--- config.mk ---
export PLATFORM = sky130hd
export DESIGN_NAME = y86_pipe_ctrl
export DESIGN_NICKNAME = d
export VERILOG_FILES = /design/src/rtl/y86_pkg.sv /design/src/rtl/sat_counter.sv /design/src/rtl/y86_pipe_ctrl.sv
export SDC_FILE = /design/constraint.sdc
export NUM_CORES = 1
export LEC_CHECK = 0
export CAP_MARGIN = 20
export CORE_MARGIN = 2
export CORE_UTILIZATION = 45
export CTS_CLUSTER_DIAMETER = 100
export DETAILED_ROUTE_END_ITERATION = 10
export PLACE_DENSITY = 0.75
export SYNTH_ARGS = -nofsm -noshare
export SYNTH_HDL_FRONTEND = slang
export SYNTH_HIERARCHICAL = 1
export SYNTH_SLANG_ARGS = --single-unit
--- constraint.sdc ---
create_clock -name clk_i -period 10.4 [get_ports clk_i]
set_input_delay 2.08 -clock clk_i [delete_from_list [all_inputs] [get_ports clk_i]]
set_output_delay 2.08 -clock clk_i [all_outputs]
set_load 0.005 [all_outputs]
--- src/rtl/y86_pkg.sv ---
// Shared encodings and FSM state type for the Y86-64 pipeline control slice.
package y86_pkg;

  localparam logic [3:0] I_MRMOVQ = 4'h5;
  localparam logic [3:0] I_OPQ    = 4'h6;
  localparam logic [3:0] I_JXX    = 4'h7;
  localparam logic [3:0] I_RET    = 4'h9;
  localparam logic [3:0] I_POPQ   = 4'hB;

  localparam logic [3:0] S_AOK    = 4'h1;
  localparam logic [3:0] REG_NONE = 4'hF;

  typedef enum logic [1:0] {
    ST_RUN       = 2'd0,
    ST_DMEM_WAIT = 2'd1,
    ST_HALTED    = 2'd2
  } ctrl_state_e;

  // Instructions whose result arrives from data memory (load/use candidates).
  function automatic logic is_load(input logic [3:0] icode);
    return (icode == I_MRMOVQ) || (icode == I_POPQ);
  endfunction

endpackage

--- src/rtl/sat_counter.sv ---
// Up-counter that sticks at all-ones; synchronous clear has priority over enable.
module sat_counter #(
  parameter int W = 32
) (
  input  logic         clk_i,
  input  logic         clr_i,
  input  logic         en_i,
  output logic [W-1:0] cnt_o
);

  always_ff @(posedge clk_i) begin
    if (clr_i) begin
      cnt_o <= '0;
    end else if (en_i && (cnt_o != '1)) begin
      cnt_o <= cnt_o + 1'b1;
    end
  end

endmodule

--- src/rtl/y86_pipe_ctrl.sv ---
// Stall/bubble generator for the 5-stage Y86-64 pipeline, with data-memory wait
// sequencing, a terminal halted state and saturating stall/bubble counters.
module y86_pipe_ctrl
  import y86_pkg::*;
#(
  parameter int          CNT_W        = 32,
  parameter int unsigned DMEM_TIMEOUT = 255
) (
  input  logic             clk_i,
  input  logic             rst_i,
  input  logic [3:0]       D_icode_i,
  input  logic [3:0]       E_icode_i,
  input  logic [3:0]       M_icode_i,
  input  logic [3:0]       d_srcA_i,
  input  logic [3:0]       d_srcB_i,
  input  logic [3:0]       E_dstM_i,
  input  logic             e_Cnd_i,
  input  logic [3:0]       m_stat_i,
  input  logic [3:0]       W_stat_i,
  input  logic             imem_ready_i,
  input  logic             dmem_req_i,
  input  logic             dmem_ready_i,
  output logic             F_stall_o,
  output logic             D_stall_o,
  output logic             D_bubble_o,
  output logic             E_bubble_o,
  output logic             M_bubble_o,
  output logic             W_stall_o,
  output logic             W_bubble_o,
  output logic             set_cc_o,
  output logic             dmem_timeout_o,
  output logic             halted_o,
  output logic [CNT_W-1:0] stall_cnt_o,
  output logic [CNT_W-1:0] bubble_cnt_o,
  output logic [1:0]       dbg_state_o
);

  localparam int WAIT_W = (DMEM_TIMEOUT > 1) ? $clog2(DMEM_TIMEOUT + 1) : 1;
  localparam logic [WAIT_W-1:0] WAIT_LAST = WAIT_W'(DMEM_TIMEOUT);

  ctrl_state_e       state;
  logic [WAIT_W-1:0] wait_cnt;
  logic [WAIT_W-1:0] wait_inc;
  logic              lu, rt, mp, exc_m, exc_w;
  logic              dmem_enter, timeout_hit;
  logic              stall_en, bubble_en;

  assign lu = is_load(E_icode_i) && (E_dstM_i != REG_NONE) &&
              ((E_dstM_i == d_srcA_i) || (E_dstM_i == d_srcB_i));
  assign rt    = (D_icode_i == I_RET) || (E_icode_i == I_RET) || (M_icode_i == I_RET);
  assign mp    = (E_icode_i == I_JXX) && !e_Cnd_i;
  assign exc_m = (m_stat_i != S_AOK);
  assign exc_w = (W_stat_i != S_AOK);

  // Data memory handshake: dmem_req_i marks an access presented by the Memory
  // stage; it completes in any cycle where dmem_ready_i is high. A request that
  // is not ready in its first cycle freezes F/D/M until ready or timeout.
  assign dmem_enter  = dmem_req_i && !dmem_ready_i && !exc_m && !exc_w;
  assign wait_inc    = wait_cnt + 1'b1;
  assign timeout_hit = (DMEM_TIMEOUT != 0) && !dmem_ready_i && (wait_inc == WAIT_LAST);

  always_comb begin
    F_stall_o      = 1'b0;
    D_stall_o      = 1'b0;
    D_bubble_o     = 1'b0;
    E_bubble_o     = 1'b0;
    M_bubble_o     = 1'b0;
    W_stall_o      = 1'b0;
    W_bubble_o     = 1'b0;
    set_cc_o       = 1'b0;
    dmem_timeout_o = 1'b0;
    halted_o       = 1'b0;
    case (state)
      ST_RUN: begin
        if (dmem_enter) begin
          // M is held by the upstream stall chain while W receives bubbles.
          F_stall_o  = 1'b1;
          D_stall_o  = 1'b1;
          E_bubble_o = 1'b1;
          W_bubble_o = 1'b1;
          set_cc_o   = (E_icode_i == I_OPQ);
        end else begin
          F_stall_o  = lu || rt || !imem_ready_i;
          D_stall_o  = lu;
          D_bubble_o = mp || (rt && !lu) || (!imem_ready_i && !lu && !mp);
          E_bubble_o = mp || lu;
          M_bubble_o = exc_m || exc_w;
          W_stall_o  = exc_w;
          set_cc_o   = (E_icode_i == I_OPQ) && !exc_m && !exc_w;
        end
      end
      ST_DMEM_WAIT: begin
        F_stall_o      = 1'b1;
        D_stall_o      = 1'b1;
        W_bubble_o     = 1'b1;
        dmem_timeout_o = timeout_hit;
      end
      ST_HALTED: begin
        F_stall_o = 1'b1;
        D_stall_o = 1'b1;
        W_stall_o = 1'b1;
        halted_o  = 1'b1;
      end
      default: ;
    endcase
    if (rst_i) begin
      F_stall_o      = 1'b0;
      D_stall_o      = 1'b0;
      D_bubble_o     = 1'b0;
      E_bubble_o     = 1'b0;
      M_bubble_o     = 1'b0;
      W_stall_o      = 1'b0;
      W_bubble_o     = 1'b0;
      set_cc_o       = 1'b0;
      dmem_timeout_o = 1'b0;
      halted_o       = 1'b0;
    end
  end

  always_ff @(posedge clk_i) begin
    if (rst_i) begin
      state    <= ST_RUN;
      wait_cnt <= '0;
    end else begin
      case (state)
        ST_RUN: begin
          if (exc_w) begin
            state <= ST_HALTED;
          end else if (dmem_enter) begin
            state    <= ST_DMEM_WAIT;
            wait_cnt <= '0;
          end
        end
        ST_DMEM_WAIT: begin
          // A timeout returns to RUN; the Memory stage then reports ADR itself.
          if (dmem_ready_i || timeout_hit) begin
            state <= ST_RUN;
          end else begin
            wait_cnt <= wait_inc;
          end
        end
        ST_HALTED: state <= ST_HALTED;
        default:   state <= ST_RUN;
      endcase
    end
  end

  assign dbg_state_o = state;

  assign stall_en  = F_stall_o && (state != ST_HALTED);
  assign bubble_en = (D_bubble_o || E_bubble_o) && (state != ST_HALTED);

  sat_counter #(.W(CNT_W)) u_stall_cnt (
    .clk_i (clk_i),
    .clr_i (rst_i),
    .en_i  (stall_en),
    .cnt_o (stall_cnt_o)
  );

  sat_counter #(.W(CNT_W)) u_bubble_cnt (
    .clk_i (clk_i),
    .clr_i (rst_i),
    .en_i  (bubble_en),
    .cnt_o (bubble_cnt_o)
  );

endmodule
-- Word level (Yosys, flattened, before mapping)
Index checks and enable logic that the tools add are counted.
- $add $sub $neg: 3
- eq/ne operators: 23
- mux-type cells: 36
- reduce and logical (&&, ||, !) cells: 40
- operator list (cell ; count):
    $add A32 B1 Y32 const B ; 2
    $ne A32 B32 Y1 const B ; 2
    $mux W1 ; 24
    $mux W8 ; 3
    $eq A4 B4 Y1 const B ; 4
    $logic_and A1 B1 Y1 ; 16
    $pmux W8 S2 ; 1
    $eq A4 B3 Y1 const B ; 3
    $logic_or A1 B1 Y1 ; 12
    $ne A2 B2 Y1 const B ; 5
    $add A8 B1 Y8 const B ; 1
    $eq A4 B4 Y1 ; 2
    $eq A8 B8 Y1 const B ; 1
    $ne A4 B1 Y1 const B ; 2
    $pmux W1 S2 ; 4
    $logic_not A1 Y1 ; 7
    $mux W2 ; 3
    $pmux W2 S3 ; 1
    $ne A4 B4 Y1 const B ; 1
    $reduce_and A4 Y1 ; 1
    $ne A3 B3 Y1 const B ; 1
    $eq A2 B1 Y1 const B ; 1
    $eq A2 B2 Y1 const B ; 1
    $logic_not A2 Y1 ; 1
    other kinds (3) ; 3
- flip-flop bits (word level): 74
- input bits: 38
- output and inout bits: 76
- word-level logic and storage cells: 106

-- Logic depth before layout (Yosys ltp)
Gate-level depths: netlist of the first run.
- depth in word-level cells: 14
- mapped depth: 11
- mapped depth without buffers: 11

-- Hierarchy
Netlist of the first run, hierarchy kept.
- by module, submodules not included (module ; instances ; cells an instance ; area an instance (um^2) ; seq. area each (um^2)):
    sat_counter ; 2 ; 199 ; 1674.1 ; 640.6
    y86_pipe_ctrl ; 1 ; 130 ; 1072.3 ; 200.2

-- Worst setup path before layout of the first run
Ideal clock, no wire load.
- path type: input to output
- from: input port m_stat_i[1]
- to: output port D_stall_o
- arrival time: 3.433 ns
- data required time: 8.320 ns
- slack: 4.887 ns
- stages on the path: 5
- path buffers: 0
- cells stage by stage: or4b_1 -> or2_2 -> nor2_1 -> nor2_1 -> o31ai_1
- longest elaborated chain between the ends: 7
- RTL lines (item ; line ; text):
    from (decl) ; y86_pipe_ctrl.sv:18 ; input logic [3:0] m_stat_i,
    $ne A4 B1 Y1 ; y86_pipe_ctrl.sv:52 ; assign exc_m = (m_stat_i != S_AOK);
    $logic_not A1 Y1 ; y86_pipe_ctrl.sv:58 ; assign dmem_enter = dmem_req_i && !dmem_ready_i && !exc_m && !exc_w;
    $logic_and A1 B1 Y1 (2 in series) ; y86_pipe_ctrl.sv:58 ;
    $mux W1 ; y86_pipe_ctrl.sv:75 ; if (dmem_enter) begin
    $pmux W1 S2 ; y86_pipe_ctrl.sv:73 ; case (state)
    $mux W1 ; y86_pipe_ctrl.sv:106 ; if (rst_i) begin
    to (decl) ; y86_pipe_ctrl.sv:24 ; output logic D_stall_o,
Every way passes these cells.

-- Final worst setup path of the first run
- from: input port W_stat_i[1]
- to: output port F_stall_o
- longest elaborated chain between the ends: 6
- RTL lines (item ; line ; text):
    from (decl) ; y86_pipe_ctrl.sv:19 ; input logic [3:0] W_stat_i,
    $ne A4 B1 Y1 ; y86_pipe_ctrl.sv:53 ; assign exc_w = (W_stat_i != S_AOK);
    $logic_not A1 Y1 ; y86_pipe_ctrl.sv:58 ;
    $logic_and A1 B1 Y1 ; y86_pipe_ctrl.sv:58 ;
    $mux W1 ; y86_pipe_ctrl.sv:75 ;
    $pmux W1 S2 ; y86_pipe_ctrl.sv:73 ;
    $mux W1 ; y86_pipe_ctrl.sv:106 ;
    to (decl) ; y86_pipe_ctrl.sv:23 ; output logic F_stall_o,
Every way passes these cells.

==> reports/qor.yml, run 1 <==
outcome:
  status: "completed"
grt:
  grt.overflow.total: 0
  grt_pass1_vias: 4198
  grt_max_degree: 87
  antenna_found_initial: 0
  grt_pass1_wl_um: 19110
  grt_usage: 0.2196
flow_run:
  maxCapViolations: 0
yosys:
  async_flop_share: 0
  syn_area_um2: 4420
  ys_seq_elements: 74
  synth_edf_count: 0
  synth_nets: 574
  avgSynthCellArea_um2: 8.372
  yosysUniqueCellTypes: 64
  seq_area_frac_synth: 0.3351
  syn_inst: 528
  yosysWarnings: 6
  synth_flop_cell: "dfxtp_1"
routing:
  antenna_left: 0
  detail_route.iter0.violations: 374
  viasPerCell: 5.912
  vias: 4546
  detail_route.wl_per_cell_um: 15.04
  wirelength_um: 11570
  drc: 0
  dr.pass1.iters: 5
placement:
  place_ws_ns: 3.819
  gp_congestion: 0.8226
  io_buffers: 113
  dpl.hpwl_um: 8344
worst_hold_path:
  hp-class: "reg2reg"
  hold_end: "u_stall_cnt/cnt_o[30]$_SDFFE_PP0P_"
  whs_path_depth: 2
  holdCritStartpoint: "u_stall_cnt/cnt_o[30]$_SDFFE_PP0P_"
critical_path:
  r2r_cells: 10
  crit_buf_inv: 2
  endpoint_kind: "output pin"
  critPathKind: "in2out"
  rrSetupSlack_ns: 6.60
  rr_startpoint: "dbg_state_o[0]$_SDFFE_PP0P_"
  cp_top_family: "simple AND/OR/NAND/NOR gates"
  worstReg2RegEnd: "u_stall_cnt/cnt_o[31]$_SDFFE_PP0P_"
  arrival_ns: 4.53
  crit_slowest_cell: "or4b_4"
  path_cells: "clkdlybuf4s50_1 > or4b_4 > or2_2 > nor2_1 > nor3b_1 > o31ai_2 > clkdlybuf4s50_1"
  start_kind: "primary input"
  worstPathMaxFanout: 3
  worstPathRequired_ns: 8.32
  crit_top_cell: "clkdlybuf4s50_1"
  slowest_delay_ns: 0.58
layout:
  layout_commonest_cell: "clkdlybuf4s50_1"
  final_core_util: 0.6075
  fin_nets: 677
  n_antenna_cell: 0
  drive_above_1_share: 0.07862
  syn2layout_area_growth_pct: 32.47
  layout_common_cells: "clkdlybuf4s50_1, dfxtp_1, a21oi_1, nor2_1, nand2_1"
  fillers: 870
timing:
  max_freq_mhz: 151.2
  hold_viol: 0
  rsz0062_at_grt: "false"
  finalMaxSlewViolations: 0
  finalSetupTns_ns: 0
  period_needed_ns: 6.613
  post-route-period-util: 0.6358
  tightest_slew_ns: 0.9930
  maxSlewHeadroom: 0.3325
  clock_skew_ns: 0.01342
  layout_setup_ws_ns: 3.787
  finalSetupViolCount: 0
cts:
  cts_tree: "done"
  cts_buffers: 9
  post_cts_buffers: 0
  cts_hold_repair.buffers: 0
  cts.path.max_buffers: 2
  cts-root-buf: "clkbuf_8"
  post_cts_resized: 0
  clock-sinks: 74
  clk_latency_ns: 0.35
  cts.clk_slew.worst_paths_ns: 0.08
  htreeDepth: 3
die:
  rows: 36
  initial_core_util: 0.4586
  core_um2: 9639
  die_area_um2: 10630
  io_pins: 114
  die_y_um: 103.1
  dieWidth_um: 103.1
power_and_ir_drop:
  power_density_nw_per_um2: 100.4
  design_power_total_uw: 588.1
  ir_drop_mv: 0.06101
  p_leak_nw: 1.720
where the power goes:
| part | internal, mW | total (mW) | switching, mW |
|---|---|---|---|
| Clock | 0.142 | 0.247 | 0.105 |
| Sequential | 0.285 | 0.287 | 0.00233 |
| Combinational | 0.0302 | 0.0542 | 0.0239 |
| Total | 0.457 | 0.588 | 0.131 |
cell families after synthesis:
kind of cell / after synthesis / share of synthesized area
DFF: 74 / 0.3351
and+or+nand+nor: 249 / 0.3402
adders and majority gates: 8 / 0.02264
muxes: 9 / 0.02208
buffers and inverters: 34 / 0.03482
AOI/OAI and AO/OA: 132 / 0.2015
xor gates and xnor gates: 22 / 0.04359
state kept, by name (all words and copies together) (netlist names):
signal / cells
dbg_state_o: 2
u_bubble_cnt/cnt_o: 32
u_stall_cnt/cnt_o: 32
wait_cnt: 8
how the worst max path moves through the flow:
| stage | endpoint | depth (start not counted) | slack, ns | startpoint |
|---|---|---|---|---|
| 6_report | F_stall_o | 7 | 3.79 | W_stat_i[1] |
| 5_1_grt | D_stall_o | 7 | 3.68 | W_stat_i[1] |
| 4_1_cts | F_stall_o | 7 | 3.80 | W_stat_i[1] |
| 3_5_place_dp | F_stall_o | 7 | 3.82 | W_stat_i[1] |
| 3_3_place_gp | F_stall_o | 7 | 3.90 | m_stat_i[1] |
| 2_1_floorplan | D_stall_o | 5 | 4.89 | m_stat_i[1] |
worst reg2reg max path, stage by stage, from the launching register on:
cell     delay, ns
dfxtp_1       0.36
inv_1         0.10
ha_1          0.31
nand2_1       0.22
o31ai_2       0.31
nor2b_1       0.47
nand4_1       0.45
nor4_2        0.66
nand4_1       0.17
nor4_1        0.29
mux2_2        0.37
layout make-up:
class	count	area, µm²	share of cell area
inverter	9	33.78	0.005769
tap	133	166.4	0.02842
multi-input combinational	420	2798	0.4778
timing repair buffer	117	1156	0.1974
clock inverter	4	75.07	0.01282
clock buffer	12	145.1	0.02479
sequential	74	1481	0.2530
per-stage QoR:
step	cell area, µm²	hold slack [ns]	cells
global route	5856	0.5327	769
global placement	5628	0.4825	752
floorplan	4420	0.4690	528
finish	5856	0.5132	769
CTS	5848	0.5096	768
detailed placement	5628	0.4968	752
synthesized netlist by cell type (all sizes together) (13+ instances only):
library cell / n / area [µm²]
dfxtp: 74 / 1481
a21oi: 53 / 276.5
nor2: 38 / 142.6
nand3: 32 / 175.2
nand2: 30 / 112.6
o31ai: 27 / 221.5
o21ai: 25 / 125.1
nand4: 24 / 150.1
or4: 24 / 180.2
or3: 23 / 153.9
xnor2: 20 / 175.2
clkbuf: 16 / 60.06
nor4: 13 / 93.84
routing by layer:
metal / track usage / up-vias / share of wire
li1: - / 2232 / -
met1: 0.2731 / 2150 / 0.44
met4: 0.04960 / 0 / 0.0065
met5: 0 / - / 0
met2: 0.3796 / 153 / 0.48
met3: 0.05966 / 11 / 0.065
Power figures use the tool's default switching activity.
==> inputs of run 2 (changes only) <==
Clock period 10.4 ns to 6.9 ns, I/O delays scaled along.
==> run 2 against run 1 <==
  * Worst setup slack got worse by 2.1 ns
  * Combinational power rose by 50%
  * Count of clock-buffer cells in the layout fell by 2
  * Final area fell by 0.58%
  * Flip-flop and latch count did not move
  * First-iteration DRC count fell by 47%
  * Non-clock buffer count fell by 1
  * Global-route usage rose by 0.21 points
  * Total power rose by 45%
==> reports/qor.yml, run 2 (synthesis results as in run 1) <==
die:
  rows: 36
  die_y_um: 103.1
  dieWidth_um: 103.1
  die_area_um2: 10630
  io_pins: 114
  initial_core_util: 0.4586
  core_um2: 9639
placement:
  place_inst: 752
  gp_congestion: 0.8181
  io_buffers: 113
  dpl.hpwl_um: 8555
timing:
  finalSetupViolCount: 0
  hold_viol: 0
  post-route-period-util: 0.7618
  finalMaxSlewViolations: 0
  period_needed_ns: 5.256
  finalSetupTns_ns: 0
  rsz0062_at_grt: "false"
  max_freq_mhz: 190.3
  clock_skew_ns: 0.01550
  maxSlewHeadroom: 0.3781
  holdWs_ns: 0.5032
  tightest_slew_ns: 0.9251
grt:
  grtUsageMet1: 0.2719
  grt_pass1_vias: 4131
  grt_use_met3: 0.05559
  grt.overflow.total: 0
  use_met2: 0.3771
  grt_usage: 0.2216
  antenna_found_initial: 0
  grt_max_degree: 45
  busiest_layer: "met2"
  grt_pass1_wl_um: 19090
critical_path:
  crit_slowest_cell: "nor4_2"
  endpoint_kind: "flop"
  crit_top_cell: "nand4_1"
  worstReg2RegEnd: "u_stall_cnt/cnt_o[31]$_SDFFE_PP0P_"
  r2r_cells: 10
  path_cells: "clkdlybuf4s50_1 > or4b_4 > or2_2 > nor2_1 > nor3b_1 > o31ai_2 > nor2b_1 > nand4_1 > nor4_2 > nand4_1 > nor4_1 > mux2_2"
  rrSetupSlack_ns: 3.23
  cp_top_family: "simple AND/OR/NAND/NOR gates"
  arrival_ns: 5.49
  start_kind: "primary input"
  crit_buf_inv: 1
  critPathKind: "in2reg"
  rr_startpoint: "dbg_state_o[0]$_SDFFE_PP0P_"
  worstPathMaxFanout: 10
  cp-startpoint: "W_stat_i[1]"
  worstPathRequired_ns: 7.14
  cp.depth: 12
  slowest_delay_ns: 0.63
routing:
  drc: 0
  vias: 4496
  viasPerCell: 5.854
  antenna_left: 0
  dr.pass1.iters: 4
  detail_route.iter0.violations: 197
  detail_route.wl_per_cell_um: 15.33
  wirelength_um: 11780
outcome:
  status: "completed"
layout:
  layout_common_cells: "clkdlybuf4s50_1, dfxtp_1, a21oi_1, nor2_1, nand2_1"
  drive_above_1_share: 0.07874
  n_antenna_cell: 0
  finalNonFillerCells: 768
  fillers: 899
  fin_nets: 676
  layout_commonest_cell: "clkdlybuf4s50_1"
  syn2layout_area_growth_pct: 31.70
  reg_top3: "u_bubble_cnt/cnt_o: 32 flops, u_stall_cnt/cnt_o: 32 flops, wait_cnt: 8 flops"
cts:
  post_cts_resized: 0
  cts_hold_repair.buffers: 0
  htreeDepth: 3
  cts-root-buf: "clkbuf_8"
  cts_buffers: 9
  clk_latency_ns: 0.35
  cts.path.max_buffers: 2
  post_cts_buffers: 0
  cts.clk_slew.worst_paths_ns: 0.08
  clock-sinks: 74
  cts_tree: "done"
worst_hold_path:
  hold_end: "u_stall_cnt/cnt_o[23]$_SDFFE_PP0P_"
  hp-class: "reg2reg"
  whs_path_depth: 2
  holdCritStartpoint: "u_stall_cnt/cnt_o[23]$_SDFFE_PP0P_"
power_and_ir_drop:
  ir_drop_mv: 0.09992
  p_leak_nw: 1.701
  power_density_nw_per_um2: 146.1
flow_run:
  maxCapViolations: 0
## run 2: cell count changes in the layout (fill, tap and decap cells not counted), sizes merged
| cell | change |
|---|---|
| inv | +1 |
| clkbuf | -3 |
| clkinvlp | +1 |
| bufinv | -1 |
| clkinv | +1 |
## run 2: how the worst max path moves through the flow
stage	slack, ns	to
finish	1.64	u_stall_cnt/cnt_o[31]$_SDFFE_PP0P_
global route	1.31	u_stall_cnt/cnt_o[31]$_SDFFE_PP0P_
CTS	1.68	u_stall_cnt/cnt_o[31]$_SDFFE_PP0P_
detailed placement	1.31	u_stall_cnt/cnt_o[31]$_SDFFE_PP0P_
global placement	1.49	u_stall_cnt/cnt_o[31]$_SDFFE_PP0P_
floorplan	2.26	u_stall_cnt/cnt_o[31]$_SDFFE_PP0P_
## run 2: through the flow
step	setup WS (ns)	utilization	area (µm²)	total power, mW
6_report	1.644	0.6040	5822	0.8509
5_1_grt	1.311	0.6040	5822	0.8921
4_1_cts	1.678	0.6040	5822	0.8624
3_5_place_dp	1.308	0.5839	5628	0.5243
3_3_place_gp	1.491	0.5839	5628	0.5222
2_1_floorplan	2.264	-	4420	0.4819
## run 2: power by group
group / total (mW) / internal [mW] / switching (mW)
Clock: 0.337 / 0.168 / 0.169
Sequential: 0.433 / 0.429 / 0.00369
Combinational: 0.0812 / 0.0454 / 0.0358
Total: 0.851 / 0.642 / 0.208
## run 2: final cells by class
cell class	count	area (µm²)	area share
Timing Repair Buffer	116	1149	0.1973
Sequential cell	74	1481	0.2545
Clock buffer	10	127.6	0.02192
Multi-Input combinational cell	420	2798	0.4805
Clock inverter	6	66.31	0.01139
Tap cell	133	166.4	0.02858
Inverter	9	33.78	0.005803
## run 2: worst min-delay path: cells and delay by family (launching register included)
family          cells  cell delay (ns)
compound gates      2             0.13
flops               1             0.33
## run 2: routing by layer
| layer | share of wire | vias up |
|---|---|---|
| li1 | - | 2233 |
| met1 | 0.45 | 2136 |
| met2 | 0.49 | 118 |
| met3 | 0.058 | 9 |
| met4 | 0.0071 | 0 |
| met5 | 0 | - |
